File: src/rtl/color_mask_gen.sv
// color_mask_gen: per-pixel RGB window classifier with regenerated AXI4-Stream framing.
// Define COLOR_MASK_STATS_EN to build the per-frame matched-pixel counter behind mask_count.
//
// state    | meaning
// WAIT_SOF | drop beats until a tuser beat starts a frame
// ACTIVE   | tracking x/y through the current frame
module color_mask_gen #(
    parameter int IMG_W = 640,
    parameter int IMG_H = 480
) (
    input  logic        ACLK,
    input  logic        ARESETN,
    input  logic [31:0] s_axis_tdata,
    input  logic        s_axis_tvalid,
    output logic        s_axis_tready,
    input  logic        s_axis_tuser,
    input  logic        s_axis_tlast,
    output logic [31:0] m_axis_tdata,
    output logic        m_axis_tvalid,
    input  logic        m_axis_tready,
    output logic        m_axis_tuser,
    output logic        m_axis_tlast,
    input  logic [23:0] thr_lo,
    input  logic [23:0] thr_hi,
    input  logic        enable,
    output logic        frame_done,
    output logic        sof_err,
    output logic        eol_err,
    output logic [19:0] mask_count
);
    typedef enum logic {WAIT_SOF = 1'b0, ACTIVE = 1'b1} state_t;

    localparam logic [10:0] X_LAST = 11'(IMG_W - 1);
    localparam logic [10:0] Y_LAST = 11'(IMG_H - 1);

    state_t      state, state_next;
    logic [10:0] x, y, px, py, x_next, y_next;
    logic        run, advance, accept, sof_beat, emit, line_end, frame_end;
    logic        sof_err_d, eol_err_d;
    logic [23:0] lo_s, hi_s, lo_e, hi_e, rgb;
    logic        en_s, en_e, match;
    logic        s1_valid, s1_match, s1_user, s1_last;
    logic [23:0] s1_rgb;
    logic        unused_hi;

    function automatic logic in_win(input logic [23:0] pix, input logic [23:0] lo,
                                    input logic [23:0] hi);
        in_win = (pix[23:16] >= lo[23:16]) && (pix[23:16] <= hi[23:16]) &&
                 (pix[15:8]  >= lo[15:8])  && (pix[15:8]  <= hi[15:8])  &&
                 (pix[7:0]   >= lo[7:0])   && (pix[7:0]   <= hi[7:0]);
    endfunction

    assign unused_hi     = ^s_axis_tdata[31:24];
    assign rgb           = s_axis_tdata[23:0];
    assign advance       = !m_axis_tvalid || m_axis_tready;
    assign s_axis_tready = run && advance;
    assign accept        = s_axis_tvalid && s_axis_tready;
    assign sof_beat      = accept && s_axis_tuser;

    // An SOF beat is classified with the thresholds it latches, not the stale shadow copy.
    assign lo_e  = s_axis_tuser ? thr_lo : lo_s;
    assign hi_e  = s_axis_tuser ? thr_hi : hi_s;
    assign en_e  = s_axis_tuser ? enable : en_s;
    assign match = en_e && in_win(rgb, lo_e, hi_e);

    always_ff @(posedge ACLK or negedge ARESETN) begin
        if (!ARESETN) state <= WAIT_SOF;
        else          state <= state_next;
    end

    always_comb begin
        state_next = state;
        if (sof_beat)            state_next = ACTIVE;
        if (emit && frame_end)   state_next = WAIT_SOF;
    end

    always_comb begin
        emit      = accept && (s_axis_tuser || (state == ACTIVE));
        px        = s_axis_tuser ? 11'd0 : x;
        py        = s_axis_tuser ? 11'd0 : y;
        line_end  = s_axis_tlast || (px == X_LAST);
        frame_end = line_end && (py == Y_LAST);
        sof_err_d = sof_beat && (state == ACTIVE) && ((x != 11'd0) || (y != 11'd0));
        eol_err_d = emit && (s_axis_tlast != (px == X_LAST));
        x_next    = x;
        y_next    = y;
        if (emit) begin
            if (frame_end) begin
                x_next = 11'd0;
                y_next = 11'd0;
            end else if (line_end) begin
                x_next = 11'd0;
                y_next = py + 11'd1;
            end else begin
                x_next = px + 11'd1;
                y_next = py;
            end
        end
    end

    always_ff @(posedge ACLK or negedge ARESETN) begin
        if (!ARESETN) begin
            run           <= 1'b0;
            x             <= '0;
            y             <= '0;
            lo_s          <= '0;
            hi_s          <= '0;
            en_s          <= 1'b0;
            frame_done    <= 1'b0;
            sof_err       <= 1'b0;
            eol_err       <= 1'b0;
            s1_valid      <= 1'b0;
            s1_match      <= 1'b0;
            s1_user       <= 1'b0;
            s1_last       <= 1'b0;
            s1_rgb        <= '0;
            m_axis_tvalid <= 1'b0;
            m_axis_tdata  <= '0;
            m_axis_tuser  <= 1'b0;
            m_axis_tlast  <= 1'b0;
        end else begin
            run        <= 1'b1;
            x          <= x_next;
            y          <= y_next;
            frame_done <= emit && frame_end;
            sof_err    <= sof_err_d;
            eol_err    <= eol_err_d;
            if (sof_beat) begin
                lo_s <= thr_lo;
                hi_s <= thr_hi;
                en_s <= enable;
            end
            if (advance) begin
                s1_valid      <= emit;
                s1_match      <= match;
                s1_user       <= (px == 11'd0) && (py == 11'd0);
                s1_last       <= (px == X_LAST);
                s1_rgb        <= rgb;
                m_axis_tvalid <= s1_valid;
                m_axis_tdata  <= {s1_match, 7'd0, s1_rgb};
                m_axis_tuser  <= s1_user;
                m_axis_tlast  <= s1_last;
            end
        end
    end

`ifdef COLOR_MASK_STATS_EN
    logic [19:0] cnt, cnt_next;

    always_comb begin
        cnt_next = sof_beat ? 20'd0 : cnt;
        if (emit && match && (cnt_next != 20'hFFFFF)) cnt_next = cnt_next + 20'd1;
    end

    always_ff @(posedge ACLK or negedge ARESETN) begin
        if (!ARESETN) begin
            cnt        <= '0;
            mask_count <= '0;
        end else begin
            cnt <= cnt_next;
            if (emit && frame_end) mask_count <= cnt_next;
        end
    end
`else
    assign mask_count = '0;
`endif

endmodule
File: config.mk
export PLATFORM = sky130hd
export DESIGN_NAME = color_mask_gen
export DESIGN_NICKNAME = d
export VERILOG_FILES = /design/src/rtl/color_mask_gen.sv
export SDC_FILE = /design/constraint.sdc
export NUM_CORES = 1
export LEC_CHECK = 0
export CAP_MARGIN = 30
export CELL_PAD_IN_SITES_DETAIL_PLACEMENT = 1
export CELL_PAD_IN_SITES_GLOBAL_PLACEMENT = 1
export CORE_ASPECT_RATIO = 0.75
export CORE_UTILIZATION = 32
export DETAILED_ROUTE_END_ITERATION = 10
export PLACE_DENSITY_LB_ADDON = 0.1
export SLEW_MARGIN = 20
export SYNTH_ARGS = -nofsm -noshare
export SYNTH_HDL_FRONTEND = slang
export SYNTH_SLANG_ARGS = --single-unit
File: constraint.sdc
create_clock -name ACLK -period 7.83 [get_ports ACLK]
set_input_delay 0.783 -clock ACLK [delete_from_list [all_inputs] [get_ports ACLK]]
set_output_delay 0.783 -clock ACLK [all_outputs]
set_load 0.1 [all_outputs]
* Word level (Yosys, flattened, before mapping)
Index checks and enable logic that the tools add are counted.
** Operators by class
- Add/sub/neg operators :: 2
- Multiply operators :: 0
- Divide/modulo/power cells :: 0
- Magnitude comparators :: 6
- Equality and inequality tests :: 3
- Shift-type cells :: 0
- Mux-type cells :: 11
- Bitwise operators :: 0
- Reductions and logical operators :: 26
** Operators by type and width (number)
- $mux W11 :: 6
- $mux W24 :: 2
- $ge A8 B8 Y1 :: 3
- $le A8 B8 Y1 :: 3
- $add A11 B1 Y11 const B :: 2
- $logic_not A11 Y1 :: 2
- $reduce_bool A11 Y1 :: 2
- $logic_and A1 B1 Y1 :: 16
- $eq A11 B10 Y1 const B :: 1
- $eq A11 B9 Y1 const B :: 1
- $logic_or A1 B1 Y1 :: 4
- $mux W1 :: 3
- $reduce_bool A2 Y1 :: 1
- $logic_not A1 Y1 :: 1
- $ne A1 B1 Y1 :: 1
** Word-level totals
- Bits in registers :: 132
- Latch bits :: 0
- Memory bits (writable) :: 0
- Memory bits (read-only) :: 0
- Input bits :: 87
- Output and inout bits :: 59
- Logic and storage cells :: 67
- Memories kept :: 0

* Longest topological paths before layout
Gate-level depths: netlist of the first run.
- Depth after elaboration :: 8
- Gate-level depth with buffers :: 15

* Worst setup path after synthesis of the first run
No wires, ideal clock.
- Path kind :: input -> register
- Start point :: in s_axis_tuser
- End point :: reg y[8]
- Library setup time :: 0.125 ns
- Data arrival time :: 3.234 ns
- Data required time :: 7.705 ns
- Setup slack :: 4.471 ns
- Cell stages on the path :: 15
- Buffers on the path :: 2
- Path through :: buf_4 -> buf_2 -> nand2b_1 -> inv_1 -> ha_1 -> and3_1 -> and4b_1 -> nand4_1 -> ha_1 -> nor2b_1 -> and3_1 -> and4b_1 -> nand3_1 -> mux2i_1 -> o21ai_1
** Between the ends
- Word-level cells in the longest chain between the ends :: 5
- Elaborated cells on any way between the ends :: 11
** Ends and longest elaborated chain
- start, declared :: line 16 : input logic s_axis_tuser,
- parallel branches: the longest is 5 deep, another holds $add A11 B1 Y11
- end signal, assigned :: line 124 : y <= y_next;
- end, declared :: line 37 : logic [10:0] x, y, px, py, x_next, y_next;
Parallel ways; which one is timed is not known.
A chain may end at the register's enable or synchronous reset.

* Final worst setup path of the first run
- Start point :: in m_axis_tready
- End point :: out s_axis_tready
** Between the ends
- Word-level cells in the longest chain between the ends :: 2
** Ends and longest elaborated chain
- start, declared :: line 20 : input logic m_axis_tready,
- $logic_or A1 B1 Y1 :: line 55 : assign advance = !m_axis_tvalid || m_axis_tready;
- $logic_and A1 B1 Y1 :: line 56 : assign s_axis_tready = run && advance;
- end, declared :: line 15 : output logic s_axis_tready,
Every way passes these cells.

==> results.json, run 1 <==
{
  "die_area_um2": 23400,
  "vias": 5488,
  "critical_path_class": "primary input to output pin",
  "crit_required_ps": 7050,
  "drc": 0,
  "clk_latency_ps": 430,
  "h-tree-depth": 4,
  "busiest_layer": "met2",
  "met3_usage_pct": 4.57,
  "cp_common_cell": "clkdlybuf4s50_1",
  "cts_root_buf": "clkbuf_16",
  "r2r_end": "y[10]",
  "fin_worst_skew_ps": 16.5,
  "synth-edff-count": 0,
  "die_y_um": 133,
  "synth.area.top_cells": "dfrtp_1 45%, nand2_1 9.5%, ha_1 9.1%, mux2_2 8.2%, mux2i_1 6.2%",
  "coreArea_um2": 22200,
  "ys.flop_type": "dfrtp_1",
  "synth_top_cell_by_area": "dfrtp_1",
  "slowest_stage": "clkdlybuf4s50_1",
  "clkTransAtPathRegs_ps": 70,
  "wl_um": 19100,
  "yosysSeqAreaShare_pct": 45.3,
  "area_growth_pct": 24.3,
  "fillers": 2460,
  "cp-start-kind": "primary input",
  "worstPathArrival_ps": 3470,
  "ant_nets": 0,
  "route.detailed.wl_per_inst_um": 17.0,
  "slew_viol_final": 0,
  "synthSimpleGateAreaFrac_pct": 16.6,
  "ys_warn_count": 0,
  "crit_buf_inv": 3,
  "p_int_mw": 1.43,
  "ys_ff_latch": 132,
  "cts_max_path_buffers": 2,
  "drt_iter0_drc": 229,
  "synthCells": 719,
  "slowest_delay_ps": 1200,
  "synth_top_family_by_area": "simple AND/OR/NAND/NOR gates",
  "n_antenna_cell": 0,
  "setup_tns_ps": 0,
  "syn-cell-area_um2": 7280,
  "clock_sinks": 132,
  "grt_util_met2_pct": 25.6,
  "synth_cell_type_count": 45,
  "switching_share_pct": 37.2,
  "peakVddDrop_mv": 0.114,
  "grt_overflow": 0,
  "grt_pass1_vias": 5862,
  "avgSynthCellArea_um2": 10.1,
  "io_pins": 146,
  "grt_pass1_wl_um": 31600,
  "synth_xor_area_share_pct": 0.240,
  "max_cap_violations": 0,
  "r2r-start": "x[0]",
  "port_buffers": 110,
  "drive_gt1_share_pct": 12.2,
  "synth_top_area_share_pct": 45.3,
  "finalSetupViolCount": 0,
  "ctsResizeCount": 0,
  "initial_core_util_pct": 32.9,
  "hold_ws_ps": 386,
  "grt.met1_usage_pct": 25.0,
  "final_nets": 958,
  "hold_viol_final": 0,
  "muxShareOfSynthArea_pct": 14.8,
  "antenna_found_initial": 2,
  "grt_max_degree": 83,
  "viasPerCell": 4.88,
  "cts_tree": "built",
  "finalWeightedCongestion": 0.783,
  "max_slew.worst_pin.slew_ps": 993,
  "r2r_setup_slack_ps": 4460,
  "fp.dieW_um": 176,
  "reg2reg_depth": 13,
  "p_sw_uw": 847,
  "comb_power_share_pct": 29.1,
  "leakage_nw": 4.25,
  "pwr-share-seq_pct": 37.1,
  "drt-pass1-iter-count": 4,
  "cts_buffers": 17,
  "synth_compound_area_share_pct": 7.66,
  "path_cells": "clkdlybuf4s50_1 -> nand2b_2 -> buf_4 -> and2_1 -> clkdlybuf4s50_1",
  "slew_headroom_pct": 33.6,
  "period_needed_ps": 4260,
  "critPathTopFamily": "buffers and inverters",
  "p_per_area_nw_per_um2": 252,
  "track_usage_pct": 17.6,
  "synth_adder_area_share_pct": 9.10,
  "power.total_mw": 2.28,
  "layout_commonest_cell": "nand2_1",
  "endpoint_kind": "output pin",
  "hold_class": "primary input to async pin",
  "cts_setup_buffers": 0,
  "rsz0062_at_grt": "no",
  "run_status": "completed",
  "synthArstFlopShare_pct": 100,
  "crit_path_max_fanout": 51,
  "final_cell_mix": "185 x nand2_1, 132 x dfrtp_1, 108 x clkdlybuf4s50_1, 53 x mux2_2, 53 x ha_1",
  "fin_crit_sh_pct": 54.4,
  "dpl.hpwl_um": 14000,
  "p_clk_share_pct": 33.8,
  "cts.hold.buffers_added": 0,
  "rows": 47,
  "fmax_mhz": 235
}
-- metrics by stage --
| step | instance area (um^2) | worst slack (ps) | util [%] | cells |
|---|---|---|---|---|
| global route | 9060 | 3440 | 40.8 | 1125 |
| finish | 9060 | 3570 | 40.8 | 1125 |
| floorplan | 7380 | 4470 | - | 745 |
| detailed placement | 8490 | 3560 | 38.3 | 1093 |
| global placement | 8490 | 3560 | 38.3 | 1093 |
| CTS | 9060 | 3560 | 40.8 | 1125 |
-- worst register-to-register path, cell delays in order (launching register included) --
cell      delay [ps]
dfrtp_1          430
nand2b_1         120
inv_1             80
ha_1             200
and3_1           220
and4b_1          290
nand4_1          160
ha_1             450
nor2b_1          280
and3_1           280
and4b_1          370
a31oi_1          130
o21ai_0          140
o21ai_0          100
-- power groups by stage --
stage / combinational [mW] / clock, mW / sequential, mW
after floorplan: 0.323 / 0 / 1.02
after global placement: 0.648 / 0 / 0.853
after detailed placement: 0.670 / 0 / 0.860
after CTS: 0.672 / 0.795 / 0.848
after global routing: 0.724 / 0.819 / 0.862
final: 0.663 / 0.769 / 0.846
-- registers in the layout, summed over array words and instances (netlist names), 11 cells and up --
name and count:
y 11, s1_rgb 24, x 11, hi_s 24, m_axis_tdata 25, lo_s 24
-- layout make-up --
type | instances | area, um^2 | share of cell area [%]
Tap cell | 294 | 368 | 4.06
Sequential cell | 132 | 3300 | 36.5
Inverter | 12 | 45.0 | 0.497
Multi-Input combinational cell | 541 | 3640 | 40.2
Clock buffer | 17 | 425 | 4.70
Clock inverter | 15 | 141 | 1.56
Timing Repair Buffer | 114 | 1130 | 12.5
-- cell usage after synthesis, types with 4 or more instances --
| library cell | number |
|---|---|
| nor2_1 | 12 |
| inv_1 | 12 |
| nand4_1 | 14 |
| clkbuf_1 | 12 |
| nand3_1 | 14 |
| mux2_2 | 53 |
| buf_6 | 6 |
| and3_1 | 5 |
| dfrtp_1 | 132 |
| a31oi_1 | 4 |
| nand2b_1 | 7 |
| nor2b_1 | 7 |
| a21oi_1 | 19 |
| nor3_1 | 4 |
| buf_2 | 11 |
| buf_4 | 31 |
| ha_1 | 53 |
| a21o_1 | 4 |
| nand2_1 | 185 |
| a22o_1 | 5 |
| o21ai_1 | 9 |
| o31ai_1 | 5 |
| nor4_1 | 5 |
| o21ai_0 | 32 |
| mux2i_1 | 45 |
-- logic make-up after synthesis --
kind of cell,Yosys count
AO/OA/AOI/OAI,90
XOR/XNOR,2
adder cells (fa/ha/maj),53
buffers and inverters,72
flip-flops,132
multiplexers,101
other,2
AND/OR/NAND/NOR,267
-- layer usage --
metal	share of wire (%)	vias to the layer above
li1	-	2641
met1	50	2685
met2	42	133
met3	5.6	25
met4	1.9	4
met5	0.14	-
-- worst max-delay path by stage --
stage                       start            end  slack, ps  cells after the start
floorplan            s_axis_tuser           y[8]       4470                     15
global placement    m_axis_tready  s_axis_tready       3560                      5
detailed placement  m_axis_tready  s_axis_tready       3560                      5
CTS                 m_axis_tready  s_axis_tready       3560                      5
global route        m_axis_tready  s_axis_tready       3440                      5
finish              m_axis_tready  s_axis_tready       3570                      5
No activity file was read; power rests on OpenSTA's default activity.
==> inputs of run 2 (changes only) <==
==> constraint.sdc (replaced) <==
create_clock -name ACLK -period 4.2 [get_ports ACLK]
set_input_delay 0.42 -clock ACLK [delete_from_list [all_inputs] [get_ports ACLK]]
set_output_delay 0.42 -clock ACLK [all_outputs]
set_load 0.1 [all_outputs]
==> results.json, run 2 (synthesized netlist as in run 1, its figures left out) <==
{
  "run_status": "finished with violations",
  "violations": "hold timing",
  "final_cell_mix": "185 x nand2_1, 132 x dfrtp_1, 107 x clkdlybuf4s50_1, 53 x mux2_2, 53 x ha_1",
  "initial_core_util_pct": 32.9,
  "clkTransAtPathRegs_ps": 70,
  "rows": 47,
  "endpoint_kind": "flip-flop",
  "port_buffers": 110,
  "drt-pass1-iter-count": 6,
  "slowest_stage": "dfrtp_1",
  "wl_um": 19400,
  "r2r-start": "x[1]",
  "period_needed_ps": 3120,
  "rsz0062_at_grt": "no",
  "cp-start-kind": "flip-flop",
  "n_antenna_cell": 0,
  "ctsResizeCount": 0,
  "crit_required_ps": 4490,
  "h-tree-depth": 4,
  "r2r_end": "y[10]",
  "path_cells": "nand2b_4 -> inv_1 -> ha_1 -> and3_1 -> and4b_1 -> nand4_1 -> ha_1 -> nor2b_1 -> and3_1 -> and4b_1 -> a31oi_1 -> o21ai_0 -> o21ai_0",
  "top_register": "m_axis_tdata",
  "slew_headroom_pct": 34.2,
  "largest_reg_flops": 25,
  "grt_max_degree": 68,
  "r2r_setup_slack_ps": 1080,
  "track_usage_pct": 17.6,
  "setup_tns_ps": 0,
  "coreArea_um2": 22200,
  "fin_area_um2": 9080,
  "cts_setup_buffers": 0,
  "hold_class": "primary input to async pin",
  "p_per_area_nw_per_um2": 469,
  "fin_crit_sh_pct": 74.4,
  "crit_path_max_fanout": 5,
  "leakage_nw": 4.27,
  "grt_pass1_vias": 5674,
  "io_pins": 146,
  "cts_max_path_buffers": 2,
  "crit_buf_inv": 1,
  "p_clk_share_pct": 33.8,
  "layout_commonest_cell": "nand2_1",
  "slew_viol_final": 0,
  "worstPathArrival_ps": 3410,
  "fillers": 2499,
  "cts_buffers": 17,
  "drt_iter0_drc": 369,
  "dpl.hpwl_um": 14200,
  "antenna_found_initial": 1,
  "area_growth_pct": 24.6,
  "final_nets": 960,
  "grt_overflow": 0,
  "fp.dieW_um": 176,
  "die_y_um": 133,
  "max_slew.worst_pin.slew_ps": 983,
  "cts.hold.buffers_added": 0,
  "reg2reg_depth": 13,
  "drc": 0,
  "switching_share_pct": 37.3,
  "route.detailed.wl_per_inst_um": 17.2,
  "fmax_mhz": 320,
  "p_sw_mw": 1.59,
  "ant_nets": 0,
  "max_cap_violations": 0,
  "clk_latency_ps": 420,
  "die_area_um2": 23400,
  "viasPerCell": 4.83,
  "p_int_mw": 2.67,
  "finalSetupViolCount": 0,
  "hold_ws_ps": -12.0,
  "peakVddDrop_mv": 0.230,
  "slowest_delay_ps": 450,
  "cts_root_buf": "clkbuf_16",
  "clock_sinks": 132,
  "hold_viol_final": 14,
  "comb_power_share_pct": 29.1,
  "critPathTopFamily": "simple AND/OR/NAND/NOR gates",
  "grt_pass1_wl_um": 31500,
  "place_area_um2": 8510,
  "vias": 5449,
  "cts_tree": "built",
  "pwr-share-seq_pct": 37.1,
  "drive_gt1_share_pct": 12.5,
  "finalWeightedCongestion": 0.819,
  "critical_path_class": "flip-flop to flip-flop",
  "fin_worst_skew_ps": 9.29
}
[run 2: changes by cell type in the layout (fill, tap and decap cells not counted)]
cell,previous run,this run
inv_6,4,6
clkinvlp_4,3,2
buf_12,0,1
clkdlybuf4s50_1,108,107
buf_4,5,7
inv_8,4,3
[run 2: layout make-up]
type                       instances  area [um^2]  area share, %
sequential                       132         3300           36.4
multi-input combinational        541         3640           40.1
clock inverter                    15          140           1.54
clock buffer                      17          425           4.69
timing repair buffer             116         1150           12.7
tap                              294          368           4.05
inverter                          12         45.0          0.496
[run 2: routing by layer]
metal  share of wire [%]  wire, um  vias to the layer above  global-route usage (%)
met5               0.057        11                        -                       0
li1                    -         -                     2645                       -
met2                  43      8370                      118                    25.6
met1                  51      9910                     2671                    25.9
met4                0.91       176                        2                    4.98
met3                 4.9       942                       13                    3.88
[run 2: worst max-delay path by stage]
stage / start / endpoint / slack [ps] / cells past startpoint
2_1_floorplan: s_axis_tuser / y[8] / 1200 / 15
3_3_place_gp: s_axis_tuser / y[10] / 1000 / 14
3_5_place_dp: s_axis_tuser / y[10] / 880 / 14
4_1_cts: x[0] / y[10] / 1080 / 13
5_1_grt: x[0] / y[10] / 860 / 13
6_report: x[1] / y[10] / 1080 / 13
[run 2: power by group through the flow]
| stage | Sequential [mW] | Clock (mW) | Combinational (mW) |
|---|---|---|---|
| global placement | 1.59 | 0 | 1.21 |
| CTS | 1.58 | 1.49 | 1.26 |
| global route | 1.61 | 1.54 | 1.35 |
| detailed placement | 1.60 | 0 | 1.25 |
| floorplan | 1.90 | 0 | 0.601 |
| finish | 1.58 | 1.44 | 1.24 |
[run 2: metrics by stage]
step / hold WS [ps] / utilization (%) / total power, mW / worst slack (ps) / std cells
floorplan: 124 / - / 2.50 / 1200 / 745
detailed placement: 457 / 38.4 / 2.86 / 880 / 1095
CTS: 9.23 / 41.0 / 4.32 / 1080 / 1127
global route: 27.3 / 41.0 / 4.50 / 857 / 1127
finish: -12.0 / 41.0 / 4.26 / 1080 / 1127
global placement: 451 / 38.4 / 2.80 / 997 / 1095
==> inputs of run 3 (changes only) <==
==> constraint.sdc (replaced) <==
create_clock -name ACLK -period 2.6 [get_ports ACLK]
set_input_delay 0.26 -clock ACLK [delete_from_list [all_inputs] [get_ports ACLK]]
set_output_delay 0.26 -clock ACLK [all_outputs]
set_load 0.1 [all_outputs]
==> results.json, run 3 (synthesized netlist as in run 1, its figures left out) <==
{
  "run_status": "finished with violations",
  "violations": "setup timing",
  "clk_latency_ps": 420,
  "clkTransAtPathRegs_ps": 70,
  "path_cells": "nand2b_4 -> inv_4 -> ha_4 -> and3_4 -> and4b_1 -> nand4_1 -> ha_4 -> nor2b_4 -> and3_4 -> and4b_2 -> nand3_2 -> mux2i_1 -> o21ai_1",
  "fin_ws_ps": -75.3,
  "crit_required_ps": 2890,
  "cts_tree": "built",
  "top_register": "m_axis_tdata",
  "slew_headroom_pct": 59.0,
  "area_growth_pct": 31.0,
  "grt_overflow": 0,
  "route.detailed.wl_per_inst_um": 17.6,
  "finalWeightedCongestion": 0.800,
  "fin_worst_skew_ps": 10.1,
  "vias": 5645,
  "final_nets": 1003,
  "initial_core_util_pct": 32.9,
  "drc": 0,
  "peakVddDrop_mv": 0.432,
  "slowest_stage": "dfrtp_1",
  "h-tree-depth": 4,
  "coreArea_um2": 22200,
  "cts_root_buf": "clkbuf_16",
  "grt_pass1_vias": 5864,
  "worstPathArrival_ps": 2970,
  "max_slew.worst_pin.slew_ps": 614,
  "track_usage_pct": 18.6,
  "rows": 47,
  "critical_path_class": "flip-flop to flip-flop",
  "crit_buf_inv": 1,
  "leakage_nw": 4.55,
  "cp-start-kind": "flip-flop",
  "period_needed_ps": 2680,
  "endpoint_kind": "flip-flop",
  "largest_reg_flops": 25,
  "final_cell_mix": "185 x nand2_1, 132 x dfrtp_1, 76 x clkdlybuf4s50_1, 72 x buf_4, 53 x mux2_2",
  "slowest_delay_ps": 390,
  "io_pins": 146,
  "fmax_mhz": 374,
  "crit_path_max_fanout": 4,
  "p_per_area_nw_per_um2": 736,
  "hold_class": "primary input to async pin",
  "finalSetupViolCount": 9,
  "power.total_mw": 7.02,
  "cts_buffers": 17,
  "rsz0062_at_grt": "yes",
  "die_y_um": 133,
  "clock_sinks": 132,
  "dpl.hpwl_um": 15500,
  "fp.dieW_um": 176,
  "wl_um": 20700,
  "cts_max_path_buffers": 2,
  "postLayoutCoreUtil_pct": 43.0,
  "grt_max_degree": 52,
  "viasPerCell": 4.82,
  "critPathTopFamily": "simple AND/OR/NAND/NOR gates",
  "port_buffers": 110,
  "drive_gt1_share_pct": 22.3,
  "ant_nets": 0,
  "max_cap_violations": 0,
  "drt-pass1-iter-count": 4,
  "grt_pass1_wl_um": 33000,
  "layout_commonest_cell": "nand2_1",
  "drt_iter0_drc": 246,
  "antenna_found_initial": 3,
  "die_area_um2": 23400,
  "slew_viol_final": 0,
  "hold_viol_final": 0,
  "fin_crit_sh_pct": 103
}
run 3: changes by cell type in the layout (fill, tap and decap cells not counted), moves of 4 or more:
cell and delta:
buf_4 +65, clkdlybuf4s50_1 -31, o21ai_0 -8, o21ai_1 +7, buf_12 +4, buf_6 +4
run 3: cell type report:
class,instances,area (um^2)
timing repair buffer,159,1470
multi-input combinational,541,3760
sequential,132,3300
clock inverter,15,163
antenna,2,5.00
fill,2444,12600
inverter,12,50.0
tap,294,368
clock buffer,17,425
run 3: worst paths after layout:
path | end | from | cells past startpoint | slack, ps
hold / removal | y[0] | ARESETN | 2 | 360
hold reg to reg | m_axis_tvalid | s1_valid | 1 | 460
setup / recovery | y[8] | x[0] | 13 | -80
setup reg to reg | y[8] | x[0] | 13 | -80
min in group ACLK | x[0] | s_axis_tuser | 6 | 460
max in group asynchronous | hi_s[19] | ARESETN | 3 | 1340
run 3: worst reg2reg max path, stage by stage, from the launching register on:
cell and delay, ps:
dfrtp_1 390, nand2b_4 80, inv_4 60, ha_4 120, and3_4 180, and4b_1 240
nand4_1 200, ha_4 250, nor2b_4 110, and3_4 220, and4b_2 290, nand3_2 90
mux2i_1 200, o21ai_1 120
run 3: metrics by stage:
step | setup WS, ps | hold slack [ps] | TNS [ps] | area, um^2 | cells
2_1_floorplan | -12.3 | -35.6 | -12.3 | 7430 | 745
3_3_place_gp | -32.0 | 255 | -58.2 | 8720 | 1121
3_5_place_dp | -232 | 261 | -1110 | 8720 | 1121
6_report | -75.3 | 364 | -334 | 9540 | 1172
5_1_grt | -194 | 413 | -1380 | 9540 | 1172
4_1_cts | -11.8 | 382 | -11.8 | 9390 | 1160
run 3: timing repair:
action / 4_1_cts / 5_1_grt
resized for setup: 8 / 23
endpoints found under the hold margin: 49 / 0
hold buffers: 1 / 0
pin swaps: 3 / 10
buffers inserted: 6 / 10
setup endpoints to repair: 8 / 17
run 3: layer usage:
metal  vias to the layer above  GRT usage, %  part of all wire (%)
li1                       2736             -                     -
met1                      2751          28.0                    52
met2                       137          26.8                    42
met3                        19          3.82                   5.0
met4                         2          4.83                   1.2
met5                         -             0                 0.063
run 3: power by group:
part           internal (mW)  switching [mW]  leakage (nW)
clock                   1.36            1.05         0.276
sequential              2.37           0.182          1.62
combinational          0.700            1.35          2.65
